[src/rtl/pipe_shifter_if.sv]
// ----------------------------------------------------------------------------
// pipe_shifter_if
// Handshake bundle for pipe_shifter.
//   in_valid / in_ready          : operation handshake (producer -> shifter)
//   in_data, in_shamt, in_op     : operand, shift amount, op select
//   in_tag                       : opaque sideband tag returned with result
//   out_valid / out_ready        : result handshake (shifter -> consumer)
//   out_data, out_tag            : result and its tag
// Modports: master = the environment driving operations and taking results,
//           slave  = the shifter itself.
// ----------------------------------------------------------------------------
interface pipe_shifter_if #(
    parameter int WIDTH = 32,
    parameter int TAG_W = 4
);
    localparam int SHAMT_W = $clog2(WIDTH);

    logic               in_valid;
    logic               in_ready;
    logic [WIDTH-1:0]   in_data;
    logic [SHAMT_W-1:0] in_shamt;
    logic [1:0]         in_op;
    logic [TAG_W-1:0]   in_tag;
    logic               out_valid;
    logic               out_ready;
    logic [WIDTH-1:0]   out_data;
    logic [TAG_W-1:0]   out_tag;

    modport master (
        output in_valid, in_data, in_shamt, in_op, in_tag, out_ready,
        input  in_ready, out_valid, out_data, out_tag
    );

    modport slave (
        input  in_valid, in_data, in_shamt, in_op, in_tag, out_ready,
        output in_ready, out_valid, out_data, out_tag
    );
endinterface

[src/rtl/pipe_shifter.sv]
// ----------------------------------------------------------------------------
// pipe_shifter
// Fixed-latency pipelined barrel shifter: SLL / SRL / SRA / ROR.
// One register stage per shift-amount bit; stage k shifts by 2^k when that
// bit of the captured shift amount is set. Latency is $clog2(WIDTH) cycles;
// a single stall signal (result presented but not taken) freezes all stages.
//
// Ports
//   clk  : clock, rising edge
//   rst  : synchronous active-high reset (clears valids and the output regs)
//   bus  : pipe_shifter_if.slave (operation in, result out, valid/ready)
//
// Build option
//   PIPE_SHIFTER_ROTATE_EN : when defined, op 2'b11 rotates right; when not
//                            defined, op 2'b11 is a logical right shift and
//                            no wrap-around logic exists.
// ----------------------------------------------------------------------------
module pipe_shifter #(
    parameter int WIDTH = 32,
    parameter int TAG_W = 4
) (
    input  logic          clk,
    input  logic          rst,
    pipe_shifter_if.slave bus
);
    localparam int SHAMT_W = $clog2(WIDTH);
    localparam int LAST    = SHAMT_W - 1;

    localparam logic [1:0] OP_SLL = 2'b00;
    localparam logic [1:0] OP_SRL = 2'b01;
    localparam logic [1:0] OP_SRA = 2'b10;

    // Stage registers. shamt/op are only needed by stages that still have a
    // shift to apply, so the final stage keeps just data, tag and valid.
    // The captured shift amount is shifted right each stage so that bit 0 is
    // always the control bit of the stage consuming it.
    logic [WIDTH-1:0]   data_p  [SHAMT_W];
    logic [TAG_W-1:0]   tag_p   [SHAMT_W];
    logic               vld_p   [SHAMT_W];
    logic [SHAMT_W-1:0] shamt_p [SHAMT_W-1];
    logic [1:0]         op_p    [SHAMT_W-1];

    logic [WIDTH-1:0]   src_data  [SHAMT_W];
    logic [TAG_W-1:0]   src_tag   [SHAMT_W];
    logic               src_vld   [SHAMT_W];
    logic [SHAMT_W-1:0] src_shamt [SHAMT_W];
    logic [1:0]         src_op    [SHAMT_W];
    logic [WIDTH-1:0]   nxt_data  [SHAMT_W];

    logic stall;

    // One fixed-distance shift step. SRA works stage by stage because the
    // MSB after a partial arithmetic shift is still the original sign bit;
    // ROR steps compose because each is a pure rotation.
    function automatic logic [WIDTH-1:0] shift_stage(
        input logic [WIDTH-1:0] d,
        input logic [1:0]       op,
        input int unsigned      amt
    );
        logic signed [WIDTH-1:0] sd;
        logic [WIDTH-1:0]        r;
        sd = d;
        case (op)
            OP_SLL:  r = d << amt;
            OP_SRL:  r = d >> amt;
            OP_SRA:  r = sd >>> amt;
`ifdef PIPE_SHIFTER_ROTATE_EN
            default: r = (d >> amt) | (d << (WIDTH - amt));
`else
            default: r = d >> amt;
`endif
        endcase
        return r;
    endfunction

    assign stall        = vld_p[LAST] && !bus.out_ready;
    assign bus.in_ready = !stall;
    assign bus.out_valid = vld_p[LAST];
    assign bus.out_data  = data_p[LAST];
    assign bus.out_tag   = tag_p[LAST];

    always_comb begin
        src_data[0]  = bus.in_data;
        src_tag[0]   = bus.in_tag;
        src_vld[0]   = bus.in_valid;
        src_shamt[0] = bus.in_shamt;
        src_op[0]    = bus.in_op;
        for (int k = 1; k < SHAMT_W; k++) begin
            src_data[k]  = data_p[k-1];
            src_tag[k]   = tag_p[k-1];
            src_vld[k]   = vld_p[k-1];
            src_shamt[k] = shamt_p[k-1];
            src_op[k]    = op_p[k-1];
        end
        for (int k = 0; k < SHAMT_W; k++) begin
            nxt_data[k] = src_shamt[k][0] ? shift_stage(src_data[k], src_op[k], 1 << k)
                                          : src_data[k];
        end
    end

    // Stage boundary: valid bits (control, reset)
    always_ff @(posedge clk) begin
        if (rst) begin
            for (int k = 0; k < SHAMT_W; k++) vld_p[k] <= 1'b0;
        end else if (!stall) begin
            for (int k = 0; k < SHAMT_W; k++) vld_p[k] <= src_vld[k];
        end
    end

    // Stage boundary: datapath. Only the output stage is cleared by reset so
    // the result port reads zero afterwards; reset wins over the load.
    always_ff @(posedge clk) begin
        if (!stall) begin
            for (int k = 0; k < SHAMT_W; k++) begin
                data_p[k] <= nxt_data[k];
                tag_p[k]  <= src_tag[k];
            end
            for (int k = 0; k < LAST; k++) begin
                shamt_p[k] <= src_shamt[k] >> 1;
                op_p[k]    <= src_op[k];
            end
        end
        if (rst) begin
            data_p[LAST] <= '0;
            tag_p[LAST]  <= '0;
        end
    end
endmodule

[src/flat_wrapper.sv]
// flat-port wrapper written by rule: the top's interface ports become plain ports
module pipe_shifter_flat 
#(
    parameter int WIDTH = 32,
    parameter int TAG_W = 4
)
  (clk, rst, bus_in_valid, bus_in_data, bus_in_shamt, bus_in_op, bus_in_tag, bus_out_ready, bus_in_ready, bus_out_valid, bus_out_data, bus_out_tag);
  pipe_shifter_if #(.WIDTH(WIDTH), .TAG_W(TAG_W)) bus_i ();
  input  logic clk;
  input  logic rst;
  input wire logic [$bits(bus_i.in_valid)-1:0] bus_in_valid;
  input wire logic [$bits(bus_i.in_data)-1:0] bus_in_data;
  input wire logic [$bits(bus_i.in_shamt)-1:0] bus_in_shamt;
  input wire logic [$bits(bus_i.in_op)-1:0] bus_in_op;
  input wire logic [$bits(bus_i.in_tag)-1:0] bus_in_tag;
  input wire logic [$bits(bus_i.out_ready)-1:0] bus_out_ready;
  output wire logic [$bits(bus_i.in_ready)-1:0] bus_in_ready;
  output wire logic [$bits(bus_i.out_valid)-1:0] bus_out_valid;
  output wire logic [$bits(bus_i.out_data)-1:0] bus_out_data;
  output wire logic [$bits(bus_i.out_tag)-1:0] bus_out_tag;
  assign bus_i.in_valid = bus_in_valid;
  assign bus_i.in_data = bus_in_data;
  assign bus_i.in_shamt = bus_in_shamt;
  assign bus_i.in_op = bus_in_op;
  assign bus_i.in_tag = bus_in_tag;
  assign bus_i.out_ready = bus_out_ready;
  assign bus_in_ready = bus_i.in_ready;
  assign bus_out_valid = bus_i.out_valid;
  assign bus_out_data = bus_i.out_data;
  assign bus_out_tag = bus_i.out_tag;
  pipe_shifter #(.WIDTH(WIDTH), .TAG_W(TAG_W)) u_core (.clk(clk), .rst(rst), .bus(bus_i));
endmodule
[config.mk]
export PLATFORM = sky130hd
export DESIGN_NAME = pipe_shifter_flat
export DESIGN_NICKNAME = d
export VERILOG_FILES = /design/src/rtl/pipe_shifter_if.sv /design/src/rtl/pipe_shifter.sv /design/src/flat_wrapper.sv
export SDC_FILE = /design/constraint.sdc
export NUM_CORES = 1
export LEC_CHECK = 0
export ABC_AREA = 0
export CORE_ASPECT_RATIO = 1.75
export CORE_MARGIN = 1
export CORE_UTILIZATION = 40
export CTS_BUF_LIST = sky130_fd_sc_hd__clkbuf_4 sky130_fd_sc_hd__clkbuf_8 sky130_fd_sc_hd__clkbuf_16
export CTS_CLUSTER_DIAMETER = 30
export DETAILED_ROUTE_END_ITERATION = 16
export HOLD_SLACK_MARGIN = 0.1
export MAX_ROUTING_LAYER = met4
export PLACE_DENSITY = 0.6
export SLEW_MARGIN = 30
export SYNTH_ARGS = -nofsm -noshare
export SYNTH_HDL_FRONTEND = slang
export SYNTH_SLANG_ARGS = --single-unit
export TNS_END_PERCENT = 1
[constraint.sdc]
create_clock -name clk -period 7.4 [get_ports clk]
set_clock_uncertainty 0.15 [all_clocks]
set_input_delay 1.11 -clock clk [delete_from_list [all_inputs] [get_ports clk]]
set_output_delay 1.11 -clock clk [all_outputs]
set_load 0.05 [all_outputs]
* Yosys cells after proc, flatten, opt, wreduce, memory -nomap -nowiden
Memories as Yosys holds them, arrays and structs flattened. Index checks and enable logic that the tools add are counted. W data, S select, Z words.
Storage, ports and cells: register bits 0, memory bits (writable) 209, bits of input ports 47, output and inout bits 38, word-level logic and storage cells 47, memories 5
Memory list:
- u_core.data_p | depth 5, bits a word 32, rd ports 5, clocked after Yosys merged registers in 0, wr ports 5, line pipe_shifter.sv:37 | logic [WIDTH-1:0] data_p [SHAMT_W];
- u_core.tag_p | depth 5, bits a word 4, rd ports 5, clocked after Yosys merged registers in 0, wr ports 5, line pipe_shifter.sv:38 | logic [TAG_W-1:0] tag_p [SHAMT_W];
- u_core.shamt_p | depth 4, bits a word 4, rd ports 4, clocked after Yosys merged registers in 0, wr ports 4, line pipe_shifter.sv:40 | logic [SHAMT_W-1:0] shamt_p [SHAMT_W-1];
- u_core.op_p | depth 4, bits a word 2, rd ports 4, clocked after Yosys merged registers in 0, wr ports 4, line pipe_shifter.sv:41 | logic [1:0] op_p [SHAMT_W-1];
- u_core.vld_p | depth 5, bits a word 1, rd ports 5, clocked after Yosys merged registers in 0, wr ports 5, line pipe_shifter.sv:39 | logic vld_p [SHAMT_W];
Operators by class: eq/ne operators 5, mux-type cells 22, bitwise operators 7, reductions and logical operators 8
Operator list (number):
- $pmux W32 S2 | 5
- $mux W32 | 6
- $eq A2 B2 Y1 const B | 5
- $logic_not A2 Y1 | 5
- $mux W1 | 10
- $or A1 B1 Y1 | 7
- $mux W4 | 1
- $logic_not A1 Y1 | 2
- $logic_and A1 B1 Y1 | 1

* Logic depth before layout (Yosys ltp)
depth after elaboration 6, gate-level depth with buffers 5, mapped depth without buffers 4

* Worst setup path after synthesis
No wires, ideal clock.
kind input -> output, from input port bus_out_ready, to output port bus_in_ready, arrival time 6250 ps, data required time 6140 ps, slack -110 ps, stages 3, buffers on the path 1, cell sequence nor2b_1 inv_2 buf_1
On the way: longest elaborated chain between the ends 3
RTL lines:
- from (decl) | line flat_wrapper.sv:16 | input wire logic [$bits(bus_i.out_ready)-1:0] bus_out_ready;
- $logic_not A1 Y1 | line pipe_shifter.sv:76 | assign stall = vld_p[LAST] && !bus.out_ready;
- $logic_and A1 B1 Y1 | line pipe_shifter.sv:76
- $logic_not A1 Y1 | line pipe_shifter.sv:77 | assign bus.in_ready = !stall;
- to (decl) | line flat_wrapper.sv:17 | output wire logic [$bits(bus_i.in_ready)-1:0] bus_in_ready;
No other way between the ends.

* Final worst setup path
Ends and elaborated chain as after synthesis.

==> out/summary.txt <==
======================================================================================
CP startpoint kind ......................................................   input port
Number of optimization iterations in the first detailed-route pass ......            4
Number of inserted filler cells in the final layout .....................         2102
Fmax ....................................................................      208 MHz
Most frequent cells in the layout ....................................... edfxtp_1 (167), nor2_1 (132), a21oi_1 (111)
Yosys warns .............................................................            0
Endpoint arrival time on the critical path ..............................      3.56 ns
Result of the run ....................................................... finished clean
Number of DRC violations after detailed-routing iteration 0 .............          264
Setup bufs post-CTS .....................................................            0
Part of the Yosys area used for sequential elements .....................        61.1%
Clock tree buffer depth .................................................            3
Clock tree from TritonCTS ...............................................          yes
Global-route total usage across every layer .............................        15.0%
Height of the die .......................................................  205 microns
Total CTS buffers .......................................................           27
Post-synthesis instance area ............................................   9390 sq um
Sum of buffers and inverters on the critical path .......................            4
Final antenna diode count ...............................................            0
Count of antenna-violating nets left after detailed routing .............            0
DRC viols ...............................................................            0
Routed length per placed instance ....................................... 14.7 microns
Delay-heaviest family, CP ............................................... buffers and inverters
IR Drop Worst-Case VDD ..................................................     0.143 mV
Commonest non-fill, non-tap cell in the layout ..........................     edfxtp_1
Pin count of the biggest net entering global routing ....................          115
Final #Nets .............................................................          903
Required time worst endpoint ............................................      6.14 ns
Die Footprint ...........................................................  24100 sq um
CP cell instances ....................................................... clkdlybuf4s50_1 > nor2b_4 > buf_4 > inv_8 > clkdlybuf4s50_1
Average via count per standard cell .....................................         5.03
Half-perimeter wire length after detailed placement .....................      12.2 mm
Type of the tightest min-delay check ....................................   reg -> reg
Final critical-path required period .....................................      4.82 ns
Die span in x ...........................................................  118 microns
Number of endpoints with negative hold slack in the final report ........            0
Critical path type ......................................................    in -> out
Count of input and output buffers .......................................           84
Flops & latches, synth ..................................................          203
Count of pins over their slew limit .....................................            0
Vias in the first global route ..........................................         5897
Clock Latency Late Sink .................................................      0.52 ns
Number of distinct standard cells referenced by the synthesized netlist .           30
Average instance area after synthesis ...................................   11.8 sq um
Row Count ...............................................................           73
Slowest stage cell, crit path ........................................... clkdlybuf4s50_1
Post-Syn Nets ...........................................................          840
Clock-pin transition on the worst setup and hold timing paths ...........      0.07 ns
Area overhead of the layout relative to synthesis .......................        20.9%
Cells taking the most area after synthesis .............................. edfxtp_1 (53%), mux2i_1 (11%), dfxtp_1 (7.7%)
Area of the placeable core ..............................................  22800 sq um
Setup tns final .........................................................         0 ns
Ratio of cells with drive above 1 in the final layout ...................        10.8%
Power density normalized to cell area ...................................  278 nW/um^2
RSZ-0062 raised after global routing ....................................        false
Slew Limit Headroom .....................................................        36.3%
Routability congestion estimate from global placement ...................        0.829
Worst setup EP type .....................................................   output pin
Top-Level Pins ..........................................................           85
Pleak ...................................................................      4.24 nW
Post-route worst hold slack .............................................     0.260 ns
Setup-failing EPs final .................................................            0
Instance count of the mapped netlist ....................................          793
Largest stage delay, worst path .........................................      0.94 ns
Yosys top cell area share ...............................................        53.4%
Number of max-cap violations ............................................            0
Number of cells in the design after placement ...........................         1126
Total wirelength of the detailed-routed design ..........................      17.3 mm
Clock sinks .............................................................          203
Final period util .......................................................        65.1%
Largest fanout on the critical path .....................................          114
Total of hold buffers inserted after clock tree synthesis ...............            0
Number of non-filler instances in the completed layout ..................         1177
Total number of vias ....................................................         5918
H-Tree Depth ............................................................            1
Total global routing overflow ...........................................            0
Wire length of the first global-routing pass ............................      28.8 mm
Initial standard-cell utilization of the core ...........................        41.1%
Worst-Margin Slew .......................................................     0.955 ns
Initial antenna violation count .........................................            0
Cts repair resizes ......................................................            0
Top cell by count, worst path ........................................... clkdlybuf4s50_1
Cell accounting for the most synthesized area ...........................     edfxtp_1
CTS root buffer .........................................................    clkbuf_16
======================================================================================
==> stage by stage <==
stage	cell area (sq um)	util (%)	power (mW)	setup WS, ns
global placement	10400	45.4	1.92	2.48
finish	11300	49.7	3.15	2.58
detailed placement	10400	45.5	1.93	2.46
floorplan	9390	-	1.78	0.333
CTS	11300	49.5	3.19	2.46
global route	11300	49.7	3.29	2.49
==> metal layers <==
layer	wire length (microns)	GRT usage, %	vias to the layer above
met2	9990	30.4	106
met3	515	1.87	36
met1	6310	13.9	2704
li1	-	-	3072
met5	0	-	-
met4	460	6.04	0
==> worst register-to-register path: stages (launching register included) <==
cell	delay, ns
edfxtp_1	0.38
nor2b_4	0.14
buf_4	0.27
inv_8	0.48
buf_6	0.65
==> path summary, 6_finish.rpt <==
check	start	endpoint	slack [ns]	cells past startpoint
setup / recovery	bus_out_ready	bus_in_ready	2.58	5
hold / removal	u_core.tag_p[1][3]	u_core.tag_p[2][3]	0.26	0
setup reg to reg	u_core.vld_p[0][4]	u_core.tag_p[0][2]	4.89	4
hold reg to reg	u_core.tag_p[1][3]	u_core.tag_p[2][3]	0.26	0
==> power by group <==
part,internal [mW],total (mW),switching (mW)
sequential,1.39,1.48,0.0964
clock,0.709,1.25,0.546
combinational,0.190,0.419,0.229
==> flip-flops by register name, summed over array words and instances, names as in the netlist <==
signal          count
u_core.data_p     160
u_core.tag_p       20
u_core.shamt_p     10
u_core.op_p         8
u_core.vld_p        5
==> final cells by class <==
type,instances,area (sq um),share of cell area (%)
Sequential cell,203,5740,50.6
Multi-Input combinational cell,498,3240,28.5
Timing Repair Buffer,94,955,8.42
Clock buffer,27,676,5.96
Tap cell,300,375,3.31
Clock inverter,23,236,2.08
Inverter,32,128,1.13
==> cells in the mapped netlist (all sizes together) <==
library cell / number
a21oi: 111
a221oi: 32
a31oi: 1
a32o: 1
and2: 6
and3b: 2
buf: 27
clkbuf: 33
dfxtp: 36
edfxtp: 167
inv: 32
mux2: 17
mux2i: 102
nand2: 23
nand2b: 3
nor2: 136
nor2b: 2
nor3: 32
o21a: 1
o21ai: 1
o22ai: 28
==> cell families (layout without fill, tap and decap cells) <==
| kind of cell | Yosys count | after routing | share of synthesized area (%) |
|---|---|---|---|
| DFF | 203 | 203 | 61.1 |
| buffers and inverters | 92 | 176 | 4.61 |
| AOI/OAI and AO/OA | 175 | 175 | 11.7 |
| muxes | 119 | 119 | 13.3 |
| and+or+nand+nor | 204 | 204 | 9.21 |
Power figures use the tool's default switching activity.
==> RTL edit 1 (config.mk and constraints unchanged) <==
`WIDTH` is set to 32 in 3 places; all go to 64.
--- a/src/rtl/pipe_shifter_if.sv
+++ b/src/rtl/pipe_shifter_if.sv
@@ -10,7 +10,7 @@
 //           slave  = the shifter itself.
 // ----------------------------------------------------------------------------
 interface pipe_shifter_if #(
-    parameter int WIDTH = 32,
+    parameter int WIDTH = 64,
     parameter int TAG_W = 4
 );
     localparam int SHAMT_W = $clog2(WIDTH);
--- a/src/rtl/pipe_shifter.sv
+++ b/src/rtl/pipe_shifter.sv
@@ -16,7 +16,7 @@
 //                            no wrap-around logic exists.
 // ----------------------------------------------------------------------------
 module pipe_shifter #(
-    parameter int WIDTH = 32,
+    parameter int WIDTH = 64,
     parameter int TAG_W = 4
 ) (
     input  logic          clk,
--- a/src/flat_wrapper.sv
+++ b/src/flat_wrapper.sv
@@ -1,7 +1,7 @@
 // flat-port wrapper written by rule: the top's interface ports become plain ports
 module pipe_shifter_flat 
 #(
-    parameter int WIDTH = 32,
+    parameter int WIDTH = 64,
     parameter int TAG_W = 4
 )
   (clk, rst, bus_in_valid, bus_in_data, bus_in_shamt, bus_in_op, bus_in_tag, bus_out_ready, bus_in_ready, bus_out_valid, bus_out_data, bus_out_tag);
Interface: changed (resized bus_in_data, bus_in_shamt and bus_out_data); port bits go from 85 to 150. The function was not compared with the original's and may differ.
==> RTL edit 1 against the original RTL <==
Utilization decreased by 1.6 points. Final area is 120% higher. Synthesized cell count grew 120%. Total power rose by 130%. Sequential power rose by 130%. Sequential cell count is 236 higher. Register-to-register slack got worse by 0.32 ns. Setup slack better by 0.56 ns. Wire length increased by 140%. Sequential share of layout area increased by 2.6 points. Synthesized area rose by 120%. Critical path type unchanged.
==> RTL edit 1: results (changes against the original RTL) <==
outcome complete, no violations; reg-to-reg endpoint u_core.data_p[2][55]$_DFFE_PN_; Worst Path Max Fanout 35 (-69%); bufs w/o clock 168 (+79%); pin count of the biggest net entering global routing 198 (+72%); non-clk buf share 6.708% (-1.7 points); count of state elements after synthesis 439 (+120%); Placed Area 22650 um^2 (+120%); total number of vias 12881 (+120%); mux cell area share after synthesis 12.55% (-0.77 points); Post-Route WL 42100 um (+140%); VDD IR max 0.0002092 V (+47%); Seq area share 53.18% (+2.6 points); Clk Latency, worst-skew pair 0.60 ns (+0.08 ns); M2 GR Usage 30.31% (-0.11 points); Final Instance Count excl. Fillers 2576 (+120%); sequential share of the synthesized area 62.80% (+1.7 points); post-detailed-placement half-perimeter wirelength 30760 um (+150%); top flop regs u_core.data_p: 384 flops, u_core.tag_p: 24 flops, u_core.shamt_p: 15 flops; Netlist cell types 31 (+3.3%); n_taps 672 (+120%); Fill cells 4600 (+120%); CLK BUF 66 (+140%); reg2reg setup slack 4.57 ns (-0.32 ns); Met2 Routed Length 22930 um (+130%); Rel. slew slack 35.31% (-0.99 points); M3 GR Usage 2.233% (+0.37 points); share of layout cells above drive strength 1 7.511% (-3.3 points); GR Util met1 17.03% (+3.1 points); hold_sp u_core.tag_p[2][3]$_DFFE_PN_; top post-synthesis cells by area edfxtp_1 (63%), mux2i_1 (12%), a21oi_1 (7.5%), nor2_1 (5.5%), nand2_1 (1.4%); Layout Nets 1933 (+110%); list of most frequent post-synthesis cells edfxtp_1 (439), a21oi_1 (315), nor2_1 (306); Hold WS 0.2633 ns (+0.003435 ns); H-tree depth 2 (+1); placed cells 2462 (+120%); multi-input combinational area share 27.50% (-1.0 points); FF-to-FF Start u_core.vld_p[0][5]$_DFFE_PP_; total CTS buffers 60 (+120%); Metal-1 WL 15890 um (+150%); post-synthesis compound-gate area fraction 10.20% (-1.5 points); Area Growth Syn to Fin 18.09%; leakage power 0.009116 uW (+110%); crit path DAT 3.00 ns (-0.56 ns); Async S/R FF share, synth 0% (unchanged); WHS Endpoint u_core.tag_p[3][3]$_DFFE_PN_; post-synthesis area per instance 11.96 um^2 (+1.1%); first-pass GRT wire length 68080 um (+140%); total global-route track usage 16.45% (+1.4 points)
RTL edit 1: cell count changes in the layout (fill, tap and decap cells not counted), sizes merged, moves of 33 or more:
cell           delta
edfxtp          +272
a21oi           +204
nor2            +175
mux2i           +160
clkdlybuf4s50    +64
nand2            +57
clkbuf           +39
dfxtp            -36
nand2b           +33
RTL edit 1: report_power, final:
| group | internal [uW] | total, uW | switching (uW) |
|---|---|---|---|
| registers | 3100 | 3340 | 239 |
| logic | 344 | 844 | 500 |
| clock network | 1780 | 2920 | 1140 |
| total | 5220 | 7100 | 1880 |
RTL edit 1: worst max-delay path by stage:
stage	endpoint	start	slack [ns]
2_1_floorplan	u_core.data_p[5][0]$_SDFFCE_PP0P_	bus_out_ready	1.82
3_3_place_gp	bus_in_ready	bus_out_ready	3.08
3_5_place_dp	bus_in_ready	bus_out_ready	3.10
4_1_cts	bus_in_ready	bus_out_ready	3.08
5_1_grt	bus_in_ready	bus_out_ready	3.05
6_report	bus_in_ready	bus_out_ready	3.14
==> RTL edit 2 (same settings) <==
Made on the original files. Make the reset (`rst`) asynchronous in one clocked block. Comments in the files are not updated.
--- a/src/rtl/pipe_shifter.sv
+++ b/src/rtl/pipe_shifter.sv
@@ -99,7 +99,7 @@
     end
 
     // Stage boundary: valid bits (control, reset)
-    always_ff @(posedge clk) begin
+    always_ff @(posedge clk or posedge rst) begin
         if (rst) begin
             for (int k = 0; k < SHAMT_W; k++) vld_p[k] <= 1'b0;
         end else if (!stall) begin
Function: differs if rst is asserted again (counterexample within 10 cycles, from zero or initial values and one cycle with rst high); with rst held inactive, the same outputs for 10 cycles.
==> RTL edit 2 against the original RTL <==
Synthesized area fell by 0.16%. Critical path depth fell by 1. Global-route usage barely moved. Sequential cell count did not move. Wire length fell by 2.5%. Setup slack improved by 0.55 ns. Final area fell by 0.60%.
Power is not compared: it rests on default switching activity, and its combinational part moved more than twofold at a synthesized area within 25%.
==> RTL edit 2: results (changes against the original RTL) <==
synthesized instance count 801 (+1.0%); vias per inst 4.980 (-0.96%); Met2 Routed Length 9074 um (-9.2%); Post-synth EDFFs 162 (-3.0%); total CTS buffers 26 (-3.7%); total global-route track usage 15.01% (-0.027 points); met3 routed WL 465 um (-9.7%); reg2reg setup slack 4.37 ns (-0.52 ns); Metal-1 WL 6398 um (+1.5%); vias in the first global route 5824 (-1.2%); share of layout cells above drive strength 1 9.751% (-1.1 points); GR Util met1 14.64% (+0.73 points); Post-Route WL 16840 um (-2.5%); outcome complete, no violations; pin count of the biggest net entering global routing 84 (-27%); Hold WS 0.2659 ns (+0.006090 ns); CTS clk-pin slew, worst paths 0.05 ns (-0.02 ns); post-detailed-placement half-perimeter wirelength 11790 um (-3.2%); Fill cells 2080 (-1.0%); Layout Nets 909 (+0.66%); Async S/R FF share, synth 2.463% (+2.5 points); syn nets 848 (+0.95%); Worst Path Max Fanout 55 (-52%); CP max stage delay 0.89 ns (-0.05 ns); Rel. slew slack 40.96% (+4.7 points); Final Instance Count excl. Fillers 1182 (+0.42%); reg-to-reg endpoint u_core.data_p[0][14]$_DFFE_PN_; final critical-path share of the clock period 57.63% (-7.5 points); sequential share of the synthesized area 60.94% (-0.17 points); M2 GR Usage 27.79% (-2.6 points)
-- RTL edit 2: logic make-up after synthesis --
family / count (synthesis) / share of synthesized area, %
DFF: 203 / 60.94
AOI/OAI and AO/OA: 208 / 13.45
muxes: 118 / 13.14
buffers and inverters: 93 / 4.687
and+or+nand+nor: 179 / 7.785
-- RTL edit 2: cell type report --
type	count	area [um^2]	area share [%]
Multi-Input combinational cell	505	3241	28.74
Tap cell	300	375.4	3.329
Sequential cell	203	5710	50.65
Clock inverter	18	155.1	1.376
Inverter	33	128.9	1.143
Clock buffer	30	698.2	6.192
Timing Repair Buffer	93	965.9	8.567
-- RTL edit 2: power by group through the flow --
stage / clock network (uW) / logic [uW] / registers, uW
global placement: 0 / 1520 / 2160
global route: 1290 / 1690 / 2200
finish: 1200 / 1540 / 2140
CTS: 1240 / 1540 / 2140
floorplan: 0 / 961 / 2310
detailed placement: 0 / 1530 / 2160
